`src/rtl/l1a_lct_match.sv`:
```
// l1a_lct_match: delays LCT pretriggers by a programmable latency, opens a
// programmable match window, and pairs each L1A with at most one LCT.
// A matched L1A pulses L1A_MATCH; an unmatched one pulses L1A_HEAD when enabled.
// A capture FSM tracks the sample window and flags overlapping matches.
// Optional build macro: L1A_MATCH_STATS_EN adds saturating event counters.
module l1a_lct_match #(
   parameter int DLY_DEPTH = 64,
   parameter int WIN_MAX   = 16
) (
   input  logic        CMSCLK,
   input  logic        rst_resync,
   input  logic        LCT,
   input  logic        L1A,
   input  logic [5:0]  LCT_L1A_DLY,
   input  logic [4:0]  WIN_SIZE,
   input  logic [6:0]  CAPT_LEN,
   input  logic        HDR_ONLY_EN,
   output logic        L1A_MATCH,
   output logic        L1A_HEAD,
   output logic        OVLP,
   output logic        CAPT_BUSY
`ifdef L1A_MATCH_STATS_EN
   ,
   output logic [11:0] LCT_CNT,
   output logic [11:0] NOMATCH_CNT,
   output logic [7:0]  OVLP_CNT
`endif
);

   localparam int PW = $clog2(DLY_DEPTH);

   typedef enum logic {IDLE, CAPT} state_t;

   logic [DLY_DEPTH-1:0] hist;
   logic [PW-1:0]        wp;
   logic [PW-1:0]        rd_ptr;
   logic                 dl;
   logic                 dly_zero;

   logic [WIN_MAX-1:0]   win_sr;
   logic [WIN_MAX-1:0]   mask;
   logic [WIN_MAX-1:0]   masked;
   logic [WIN_MAX-1:0]   clr;
   logic [WIN_MAX-1:0]   win_keep;
   logic                 dl_hit;
   logic                 dl_used;
   logic                 hit;
   logic                 match;
   logic                 nomatch;

   state_t               state;
   logic [6:0]           cnt;

   assign dly_zero = (LCT_L1A_DLY == 6'd0);
   assign rd_ptr   = wp - PW'(LCT_L1A_DLY);

   // Delayed LCT; zero delay bypasses the history so the current LCT is seen
   always_comb begin
      dl = hist[rd_ptr];
      if (dly_zero) dl = LCT;
   end

   // LCT history ring: one bit written per cycle, pointer wraps naturally
   always_ff @(posedge CMSCLK or posedge rst_resync) begin
      if (rst_resync) begin
         hist <= '0;
         wp   <= '0;
      end else begin
         hist[wp] <= LCT;
         wp       <= wp + 1'b1;
      end
   end

   // Window mask: low WIN_SIZE bits, WIN_SIZE clipped to the register width
   always_comb begin
      int win_len;
      win_len = (int'(WIN_SIZE) > WIN_MAX) ? WIN_MAX : int'(WIN_SIZE);
      mask = '0;
      for (int i = 0; i < WIN_MAX; i++) mask[i] = (i < win_len);
   end

   assign masked  = win_sr & mask;
   // With zero delay the same-cycle LCT is eligible as the youngest candidate
   assign dl_hit  = dly_zero && (WIN_SIZE != 5'd0) && dl;
   assign hit     = (|masked) || dl_hit;
   assign match   = L1A && hit;
   assign nomatch = L1A && !hit;

   // Oldest in-window LCT (highest index) is the one an L1A consumes
   always_comb begin
      clr = '0;
      for (int i = 0; i < WIN_MAX; i++) begin
         if (masked[i]) begin
            clr    = '0;
            clr[i] = 1'b1;
         end
      end
   end

   // The bypassed LCT is consumed only when nothing older was in the window
   assign dl_used  = match && (masked == '0);
   assign win_keep = match ? (win_sr & ~clr) : win_sr;

   // Window shift register with consumption applied before the shift
   always_ff @(posedge CMSCLK or posedge rst_resync) begin
      if (rst_resync) win_sr <= '0;
      else            win_sr <= {win_keep[WIN_MAX-2:0], dl & ~dl_used};
   end

   // Registered 1-cycle match / header pulses, mutually exclusive by construction
   always_ff @(posedge CMSCLK or posedge rst_resync) begin
      if (rst_resync) begin
         L1A_MATCH <= 1'b0;
         L1A_HEAD  <= 1'b0;
      end else begin
         L1A_MATCH <= match;
         L1A_HEAD  <= nomatch && HDR_ONLY_EN;
      end
   end

   // Capture FSM: busy for CAPT_LEN cycles after a match, restarted on overlap
   always_ff @(posedge CMSCLK or posedge rst_resync) begin
      if (rst_resync) begin
         state     <= IDLE;
         cnt       <= '0;
         OVLP      <= 1'b0;
         CAPT_BUSY <= 1'b0;
      end else begin
         OVLP <= 1'b0;
         case (state)
            IDLE: begin
               if (match && (CAPT_LEN != 7'd0)) begin
                  state     <= CAPT;
                  cnt       <= CAPT_LEN - 7'd1;
                  CAPT_BUSY <= 1'b1;
               end
            end
            CAPT: begin
               if (match) begin
                  OVLP <= 1'b1;
                  if (CAPT_LEN != 7'd0) begin
                     cnt <= CAPT_LEN - 7'd1;
                  end else begin
                     state     <= IDLE;
                     cnt       <= '0;
                     CAPT_BUSY <= 1'b0;
                  end
               end else if (cnt == 7'd0) begin
                  state     <= IDLE;
                  CAPT_BUSY <= 1'b0;
               end else begin
                  cnt <= cnt - 7'd1;
               end
            end
            default: begin
               state     <= IDLE;
               cnt       <= '0;
               CAPT_BUSY <= 1'b0;
            end
         endcase
      end
   end

`ifdef L1A_MATCH_STATS_EN
   logic ovlp_evt;
   assign ovlp_evt = match && (state == CAPT);

   // Saturating event counters
   always_ff @(posedge CMSCLK or posedge rst_resync) begin
      if (rst_resync) begin
         LCT_CNT     <= '0;
         NOMATCH_CNT <= '0;
         OVLP_CNT    <= '0;
      end else begin
         if (LCT && (LCT_CNT != '1))         LCT_CNT     <= LCT_CNT + 12'd1;
         if (nomatch && (NOMATCH_CNT != '1)) NOMATCH_CNT <= NOMATCH_CNT + 12'd1;
         if (ovlp_evt && (OVLP_CNT != '1))   OVLP_CNT    <= OVLP_CNT + 8'd1;
      end
   end
`endif

endmodule

```
`config.mk`:
```
export PLATFORM = sky130hd
export DESIGN_NAME = l1a_lct_match
export DESIGN_NICKNAME = d
export VERILOG_FILES = /design/src/rtl/l1a_lct_match.sv
export SDC_FILE = /design/constraint.sdc
export NUM_CORES = 1
export LEC_CHECK = 0
export CAP_MARGIN = 40
export CORE_ASPECT_RATIO = 1.25
export CORE_MARGIN = 10
export CORE_UTILIZATION = 25
export DETAILED_ROUTE_END_ITERATION = 7
export SYNTH_ARGS = -nofsm -noshare
export SYNTH_HDL_FRONTEND = slang
export SYNTH_SLANG_ARGS = --single-unit
```
`constraint.sdc`:
```
create_clock -name CMSCLK -period 4.3 [get_ports CMSCLK]
set_input_delay 0.86 -clock CMSCLK [delete_from_list [all_inputs] [get_ports CMSCLK]]
set_output_delay 0.86 -clock CMSCLK [all_outputs]
set_load 0.01 [all_outputs]
```
After elaboration in Yosys (flattened, before gate mapping)
Index checks and enable logic that the tools add are counted.
- register bits after elaboration: 98
- output and inout bits: 4
- logic and storage cells: 102
- $add $sub $neg: 4
- order comparisons: 20
- eq/ne operators: 4
- mux-type cells: 41
- bitwise gates (word level): 6
- reductions and logical operators: 18
- operators by type and width (cell ; number):
    15-bit two-way mux ; 15
    64-bit bitwise mux ; 1
    4-bit by 5-bit < comparator with 1-bit output, first input constant ; 8
    7-bit two-way mux ; 4
    3-bit by 5-bit < comparator with 1-bit output, first input constant ; 4
    16-bit bitwise AND ; 1
    16-bit zero test ; 1
    16-bit OR reduction ; 1
    15-bit bitwise AND ; 1
    15-bit inverter ; 1
    6-bit by 7-bit < comparator with 1-bit output, second input constant ; 2
    1-bit two-way mux ; 14
    7-bit case mux with 2 select lines ; 1
    7-bit by 1-bit subtractor with 7-bit output, second input constant ; 2
    1-bit by 5-bit < comparator with 1-bit output, first input constant ; 2
    2-bit by 5-bit < comparator with 1-bit output, first input constant ; 2
    1-bit logical AND ; 8
    7-bit zero test ; 1
    7-bit nonzero test ; 1
    6-bit by 1-bit adder with 6-bit output, second input constant ; 1
    1-bit binary-select mux with 6-bit select ; 1
    1-bit demux with 6-bit select ; 1
    6-bit by 1-bit greater-or-equal comparator with 1-bit output, second input constant ; 1
    6-bit zero test ; 1
    15 further kinds ; 18

Depth between registers and ports, before layout
- word-level depth: 23
- depth in mapped cells: 12
- depth with buffers taken out: 11

Worst setup path after synthesis
Ideal clock, no wire load.
- path kind: input-to-reg
- from: in LCT_L1A_DLY[0]
- to: reg win_sr[0]
- arrival time: 3.497 ns
- data required time: 4.170 ns
- path slack: 0.673 ns
- stages on the path: 10
- path buffers: 2
- cell sequence: ha_1 -> inv_1 -> fa_1 -> buf_2 -> buf_1 -> mux4_2 -> mux4_2 -> mux2i_1 -> and3_1 -> nor3_1
- cells in the longest elaborated chain, start to end: 10
- RTL lines (what ; line ; source):
    from (decl) ; 14 ; input logic [5:0] LCT_L1A_DLY,
    6-bit subtractor ; 55 ; assign rd_ptr = wp - PW'(LCT_L1A_DLY);
    1-bit binary-select mux with 6-bit select ; 59 ; dl = hist[rd_ptr];
    1-bit two-way mux (implied by the code) ; 59 ;
    1-bit two-way mux ; 60 ; if (dly_zero) dl = LCT;
    1-bit logical AND ; 84 ; assign dl_hit = dly_zero && (WIN_SIZE != 5'd0) && dl;
    1-bit logical OR ; 85 ; assign hit = (|masked) || dl_hit;
    1-bit logical AND ; 86 ; assign match = L1A && hit;
    1-bit logical AND ; 101 ; assign dl_used = match && (masked == '0);
    1-bit inverter ; 107 ; else win_sr <= {win_keep[WIN_MAX-2:0], dl & ~dl_used};
    1-bit bitwise AND * ; 107 ;
    to (signal assigned) ; 107 ;
    to (decl) ; 40 ; logic [WIN_MAX-1:0] win_sr;
Every way passes the cells marked *; elsewhere a longest branch is shown, timed or not. The select of a mux whose other input is x is not followed.
A chain may end at the register's enable or synchronous reset.

Worst setup path after layout
Ends and elaborated chain as after synthesis.

==> impl_metrics.tcl <==
set metrics [dict create \
    outcome "finished clean" \
    ir_worst_vdd_mv 0.185 \
    cts.clk_slew.worst_paths_ns 0.07 \
    drt-pass1-iter-count 4 \
    die_w_um 152 \
    drt-initial-drc-count 230 \
    start_util 0.254 \
    critical_path.startpoint_type "primary input" \
    insertion_delay_ns 0.35 \
    hpwl_um 8710 \
    final_layout_size_suffix_gt1_frac 0.236 \
    worst-path-max-fanout 15 \
    min_from "hist[51]" \
    hold_depth 1 \
    syn_inst 503 \
    synth-seq-area-share 0.449 \
    slew_headroom 0.410 \
    gr-total-overflow 0 \
    synth.most_common_cell "dfrtp_1" \
    final_hold_viol_count 0 \
    final_nets 562 \
    core_um2 21500 \
    p_leak_nw 2.56 \
    ios 27 \
    arrival_ns 3.73 \
    grt_use_total 0.0901 \
    tightest_slew_ns 0.878 \
    grt_pass1_wl_um 20800 \
    hold_path.class "register to register" \
    num_vias 3844 \
    clock-root-buffer "clkbuf_16" \
    wire_per_inst_um 15.3 \
    slew_viol_final 0 \
    multi_input_area_um2 2850 \
    routed_via_density 4.73 \
    synth_cell_types 61 \
    io_buffers 26 \
    reg2regPathDepth 10 \
    cts-resized-gates 0 \
    drcViolationCount 0 \
    htree_levels 3 \
    final_core_util 0.297 \
    drtAntennaViolNets 0 \
    fin_hold_ws_ns 0.508 \
    areaGrowthSynthToFinish_pct 16.9 \
    drv_cap 0 \
    tns_ns 0 \
    syn_nets 536 \
    fin_worst_skew_ns 0.0123 \
    synthTopCellsByCount "98 x dfrtp_1, 65 x mux2_2, 64 x nand2_1, 48 x nor2_1, 18 x mux4_2" \
    timing.final.crit_share 0.814 \
    syn_avg_cell_area_um2 10.9 \
    num_rows 60 \
    gp_congestion 0.777 \
    r2r_end "win_sr[0]" \
    worstHoldEndpoint "hist[51]" \
    crit_type "primary input to register" \
    synth_edf_count 0 \
    period_minus_slack_ns 3.50 \
    ys_warn_count 0 \
    p_per_area_nw_per_um2 400 \
    postCtsSetupRepairBufs 0 \
    die_area_um2 28200 \
    register_area_um2 2450 \
    cts_tree "done" \
    placed_area_um2 6090 \
    ys_dominant_reg_cell "dfrtp_1" \
    setup_violations 0 \
    design_area_um2 6390 \
    worst_setup_path_end_kind "register" \
    synthArstFlopShare 1.00 \
    die-height_um 185 \
    yosys.area.top_type "dfrtp_1" \
    r2r-start "wp[0]" \
    timing.fmax_mhz 286 \
    n_antenna_cell 0 \
    cts_buffer_depth 2 \
    drt-total-wl_um 12400 \
    synth.area.top_cells "dfrtp_1 45%, mux2_2 13%, mux4_2 7.4%" \
    fill_cells 2211 \
    antenna_found_initial 0 \
    clkSinkCount 98 \
    worst_ep_required_time_ns 4.53 \
    grt_max_degree 66 \
    first_global_vias 3984 \
    r2r_setup_slack_ns 0.92 \
    synth_top_area_share 0.449 \
    ctsHoldBuffers 0 \
    syn_area_um2 5470 \
    ys_ff_latch 98 \
    numCtsBuffers 9 \
    rsz0062_at_grt "false" \
]
==> routing by layer <==
metal	GRT usage	vias to the layer above	part of all wire
li1	-	1872	-
met4	0.0339	0	0.016
met3	0.0160	12	0.026
met1	0.110	1896	0.46
met2	0.155	64	0.50
met5	0	-	0
==> cells in the final DEF, fill, tap and decap left out, drive strengths merged, types with 5 or more instances in the layout <==
cell,count
dfrtp,98
nand3,9
xnor2,5
o21ai,17
nand3b,5
nor2,49
nor3,15
a31oi,7
inv,19
nand2,64
o21a,10
buf,14
mux2i,7
or3,8
ha,9
a21oi,10
mux4,18
clkdlybuf4s50,25
clkbuf,10
xor2,9
mux2,65
==> per-stage QoR <==
step                total power, mW  worst slack [ns]  instances
finish                         2.55             0.798        813
global route                   2.71             0.667        813
CTS                            2.59             0.793        813
detailed placement             1.77             0.432        797
global placement               1.77             0.442        794
floorplan                      1.59             0.673        503
==> where the power goes <==
part / internal (mW) / leakage, nW / switching [mW]
sequential: 1.04 / 1.19 / 0.105
combinational: 0.290 / 1.23 / 0.313
clock: 0.422 / 0.147 / 0.383
==> cell type report <==
type                       count  area share
clock buffer                  10      0.0374
timing repair buffer          39      0.0579
tap                          279      0.0546
sequential                    98       0.384
multi-input combinational    364       0.447
inverter                      17      0.0108
clock inverter                 6     0.00901
==> worst max path at each step <==
| stage | endpoint | from | cells past startpoint | slack (ns) |
|---|---|---|---|---|
| after floorplan | win_sr[0] | LCT_L1A_DLY[0] | 10 | 0.67 |
| after global placement | win_sr[0] | LCT_L1A_DLY[0] | 10 | 0.44 |
| after detailed placement | win_sr[0] | LCT_L1A_DLY[0] | 10 | 0.43 |
| after CTS | win_sr[0] | LCT_L1A_DLY[0] | 10 | 0.79 |
| after global routing | cnt[3] | WIN_SIZE[2] | 8 | 0.67 |
| final | win_sr[0] | LCT_L1A_DLY[0] | 10 | 0.80 |
==> critical path, stage by stage <==
cell	delay [ns]
clkdlybuf4s50_1	0.49
ha_1	0.16
inv_1	0.05
fa_1	0.53
buf_12	0.18
mux4_2	0.50
mux4_2	0.49
nand2_1	0.08
nor4bb_1	0.28
nor3_1	0.09
==> cell families (layout without fill, tap and decap cells) <==
logic type      after synthesis  count (layout)  share of synthesized area
buf+inv                      41              72                     0.0307
fa+ha+maj                    10              10                     0.0243
flops                        98              98                      0.449
simple gates                171             171                      0.144
xor+xnor                     14              14                     0.0224
mux                          90              90                      0.221
compound gates               79              79                      0.109
==> registers in the layout, indices dropped and copies added, names as in the netlist <==
signal,cells
CAPT_BUSY,1
win_sr,16
L1A_HEAD,1
L1A_MATCH,1
state,1
hist,64
wp,6
cnt,7
OVLP,1
(Power assumes the default switching activity.)
